==> src/rtl/lfsr_pkg.sv <==
// Shared definitions for the Fibonacci LFSR: maximal-length tap table
// and the single-step next-state function with all-zero lock-up guard.
package lfsr_pkg;

    localparam int unsigned LFSR_MIN_W = 2;
    localparam int unsigned LFSR_MAX_W = 32;

    // Bit i set means state bit i feeds the XOR; indexed by register width
    localparam logic [31:0] MAX_TAPS [2:32] = '{
        32'h0000_0003, 32'h0000_0006, 32'h0000_000C, 32'h0000_0014,
        32'h0000_0030, 32'h0000_0060, 32'h0000_00B8, 32'h0000_0110,
        32'h0000_0240, 32'h0000_0500, 32'h0000_0829, 32'h0000_100D,
        32'h0000_2015, 32'h0000_6000, 32'h0000_D008, 32'h0001_2000,
        32'h0002_0400, 32'h0004_0023, 32'h0009_0000, 32'h0014_0000,
        32'h0030_0000, 32'h0042_0000, 32'h00E1_0000, 32'h0120_0000,
        32'h0200_0023, 32'h0400_0013, 32'h0900_0000, 32'h1400_0000,
        32'h2000_0029, 32'h4800_0000, 32'h8020_0003
    };

    function automatic logic [31:0] lfsr_next(
        input logic [31:0] state,
        input logic [31:0] taps,
        input int unsigned width
    );
        logic [31:0] mask;
        logic [31:0] s;
        logic        fb;
        mask = 32'hFFFF_FFFF >> (32 - width);
        s    = state & mask;
        if (s == '0) begin
            return 32'd1;
        end
        fb = ^(s & taps);
        return ((s << 1) | {31'd0, fb}) & mask;
    endfunction

endpackage

==> src/rtl/lfsr_gen.sv <==
// Loadable Fibonacci LFSR; pulses done when the state returns to the
// seed, marking one full period of the loaded sequence.
module lfsr_gen
    import lfsr_pkg::*;
#(
    parameter int unsigned           DATA_WIDTH = 5,
    parameter logic [DATA_WIDTH-1:0] TAPS       =
        DATA_WIDTH'(MAX_TAPS[DATA_WIDTH])
) (
    input  logic                  clk,
    input  logic                  rst_n,
    input  logic                  enable,
    input  logic                  load,
    input  logic [DATA_WIDTH-1:0] data_in,
    output logic [DATA_WIDTH-1:0] data_out,
    output logic                  done
);

    if (DATA_WIDTH < LFSR_MIN_W || DATA_WIDTH > LFSR_MAX_W ||
        !TAPS[DATA_WIDTH-1]) begin : g_bad_cfg
        $fatal(1, "lfsr_gen: DATA_WIDTH out of range or TAPS MSB clear");
    end

    typedef logic [DATA_WIDTH-1:0] word_t;

    word_t state_q, state_d;
    word_t seed_q, seed_d;
    logic  done_q, done_d;
    word_t step;
    word_t din_safe;

    assign step = word_t'(lfsr_next(32'(state_q), 32'(TAPS), DATA_WIDTH));

    // A zero seed would lock the register up, so it is replaced by 1
    assign din_safe = (data_in == '0) ? word_t'(1) : data_in;

    always_comb begin
        state_d = state_q;
        seed_d  = seed_q;
        done_d  = 1'b0;
        if (load) begin
            state_d = din_safe;
            seed_d  = din_safe;
        end else if (enable) begin
            state_d = step;
            done_d  = (step == seed_q);
        end
    end

    always_ff @(posedge clk or negedge rst_n) begin
        if (!rst_n) begin
            state_q <= word_t'(1);
            seed_q  <= word_t'(1);
            done_q  <= 1'b0;
        end else begin
            state_q <= state_d;
            seed_q  <= seed_d;
            done_q  <= done_d;
        end
    end

    assign data_out = state_q;
    assign done     = done_q;

endmodule

==> config.mk <==
export PLATFORM = sky130hd
export DESIGN_NAME = lfsr_gen
export DESIGN_NICKNAME = d
export VERILOG_FILES = /design/src/rtl/lfsr_pkg.sv /design/src/rtl/lfsr_gen.sv
export SDC_FILE = /design/constraint.sdc
export NUM_CORES = 1
export LEC_CHECK = 0
export BUFFER_PORTS_ARGS = -buffer_cell sky130_fd_sc_hd__buf_2
export CORE_UTILIZATION = 30
export CTS_CLUSTER_SIZE = 25
export DETAILED_ROUTE_END_ITERATION = 8
export SLEW_MARGIN = 5
export SYNTH_ARGS = -nofsm -noshare
export SYNTH_HDL_FRONTEND = slang
export SYNTH_SLANG_ARGS = --single-unit
==> constraint.sdc <==
create_clock -name clk -period 2.96 [get_ports clk]
set_input_delay 0.296 -clock clk [delete_from_list [all_inputs] [get_ports clk]]
set_output_delay 0.296 -clock clk [all_outputs]
set_load 0.1 [all_outputs]
==> results by group <==
Status
  • Status: finished with violations
  • Violated checks: design-rule violations

Logic synthesis
  • Post-synthesis sequential element count: 11
  • Largest area contributor in the netlist: dfrtp_1
  • Mapped Avg Cell Area: 10.0 sq um
  • Yosys warns: 0
  • Cells after synthesis: 52
  • Top post-synthesis cells by area: dfrtp_1 (43%), dfstp_2 (10%), o21ai_0 (9.6%), mux2i_1 (7.7%), xnor2_1 (5.0%)
  • Mapped cell area: 522 sq um
  • Seq/Total Area, Yosys: 53.2%
  • Number of library cell types mapped by synthesis: 17
  • Share of the synthesized area in the top cell type: 43.2%
  • Syn nets: 61

STA
  • Minimum clock period: 1570 ps
  • Worst Skew: 0.430 ps
  • Worst Hold Slack: 273 ps
  • Final hold viol count: 0
  • Setup ws final: 1390 ps
  • Max Freq: 637 MHz
  • Final setup violation count: 0
  • Final worst-path cycle share: 53.0%
  • RSZ-0062 raised after global routing: no
  • Pins Over Slew Limit: 0
  • Worst-Margin Slew: 486 ps
  • Setup TNS: 0 ps
  • Relative slew slack: 67.8%

Detailed routing
  • Met3 routed WL: 47 um
  • Max Used Layer: met4
  • Remaining antenna violation count: 0
  • First-pass iteration count of the detailed router: 6
  • DR WL/cell: 12.4 um
  • DR DRC count: 2
  • Wire length on met2: 465 um
  • Vias: 426
  • WL final: 1050 um
  • Via-to-Cell Ratio: 5.01
  • 1st-iter DRT viols: 6
  • Metal1 wirelength: 525 um

Global routing
  • GRT Overall Usage: 14.2%
  • Initial antenna violation count: 0
  • GRT overflow: 0
  • Vias in the first global route: 423
  • Largest net degree at the start of global routing: 17
  • First-pass GRT wire length: 1900 um

Die
  • Die height: 43.7 um
  • Die footprint: 1910 sq um
  • Width of the die: 43.7 um
  • # rows: 14
  • Initial core utilization: 33.5%
  • # IOs: 15
  • Core area: 1560 sq um

Cells and area
  • Storage cell area: 278 sq um
  • Core Util, Final: 41.0%
  • Most frequent cells in the layout: buf_2 (14), o21ai_0 (10), dfrtp_1 (9), inv_1 (5)
  • # nets final: 79
  • Area of the multi-input gates: 216 sq um
  • Fillers: 162
  • Commonest non-fill, non-tap cell in the layout: buf_2
  • ANT cells: 0
  • Ratio of cells with drive above 1 in the final layout: 29.0%
  • Area Growth Syn to Fin: 22.5%

Placement
  • GPL Wtd Cong: 0.773
  • Final HPWL DP: 777 um
  • Worst slack at placement: 1680 ps
  • I/O Buffers: 14

Worst setup path
  • Launch point of the critical path: data_out[0]
  • Crit-path cells: buf_2
  • WS Path Type: reg2out
  • Worst Setup Start Kind: register
  • R2R Path Start: data_out[1]
  • Slowest cell delay on critical path: 570 ps
  • Crit path DAT: 1270 ps
  • Largest delay share family, worst path: flip-flops
  • Worst Path Max Fanout: 5
  • Slowest-stage cell, CP: dfstp_2
  • CP bufs+invs: 1
  • Critical path endpoint category: output port
  • Worst path required time: 2660 ps

Flow run
  • Max-cap violations: 0

CTS
  • Max Root-Sink Buffers: 2
  • Resized cells post-CTS: 0
  • Total CTS buffers: 3
  • Reg clk slew, reported paths: 70 ps
  • CTS Sinks: 11
  • Post-CTS Repair Setup Buffers: 0
  • Worst-Skew Late Latency: 260 ps
  • CTS tree: yes
  • Level count of the clock H-tree: 1
  • CTS root buf: clkbuf_4

Min path
  • Worst min-delay path class: in2reg
  • Min-delay src: data_in[2]

Power
  • Peak supply drop: 222 uV
  • Leakage power: 0.306 nW
  • PD cells: 626 nW/um^2
  • Total power: 400 uW
## path summary, 6_finish.rpt
check,endpoint,slack [ps],depth (start not counted)
min reg2reg,seed_q[0],500,2
max in group asynchronous,data_out[0],2270,2
max reg2reg,done,1660,3
min in group asynchronous,data_out[4],420,2
max,data_out[0],1390,1
min,data_out[2],270,3
## synthesized netlist by cell type (all sizes together)
cell	number
nor3b	1
buf	1
xnor2	3
nand3	1
o21ai	10
a211oi	1
or3	2
clkbuf	1
nor4	2
nand2	4
xor2	2
dfstp	2
mux2i	4
inv	5
nor2	2
dfrtp	9
a21oi	2
## power breakdown
part / switching [mW] / total [mW] / internal [mW]
sequential: 0.0152 / 0.182 / 0.167
clock: 0.0494 / 0.102 / 0.0521
combinational: 0.0875 / 0.117 / 0.0296
total: 0.152 / 0.400 / 0.248
## per-stage QoR
stage,cell area (sq um),cells
after floorplan,522,52
after global placement,603,80
after detailed placement,603,80
after CTS,639,85
after global routing,639,85
final,639,85
## sequential cells by signal (all words and copies together), names as in the netlist
signal / flops
seed_q: 5
done: 1
data_out: 5
## what timing repair did
action / in CTS / in global routing
hold buffers: 1 / 0
endpoints found under the setup margin: 0 / 0
endpoints found under the hold margin: 9 / 0
## cells by family (layout without fill, tap and decap cells)
logic type	after synthesis	in the layout	synth area share [%]
AO/OA/AOI/OAI	13	13	13.9
flip-flops	11	11	53.2
AND/OR/NAND/NOR	12	12	11.5
XOR/XNOR	5	5	8.39
multiplexers	4	4	7.67
buffers and inverters	7	24	5.27
## final cells by class
type                    count  area share [%]
flip-flops and latches     11            43.4
multi-input cells          34            33.9
repair buffers             15            12.5
clock buffers               4            4.11
well taps                  16            3.13
inverters                   5            2.94
## layer usage
layer	GRT usage (%)	vias to the layer above
li1	-	215
met1	19.2	198
met2	19.1	11
met3	5.00	2
met4	9.38	0
met5	0	-
Note: power is estimated with default switching activity, not from simulation.
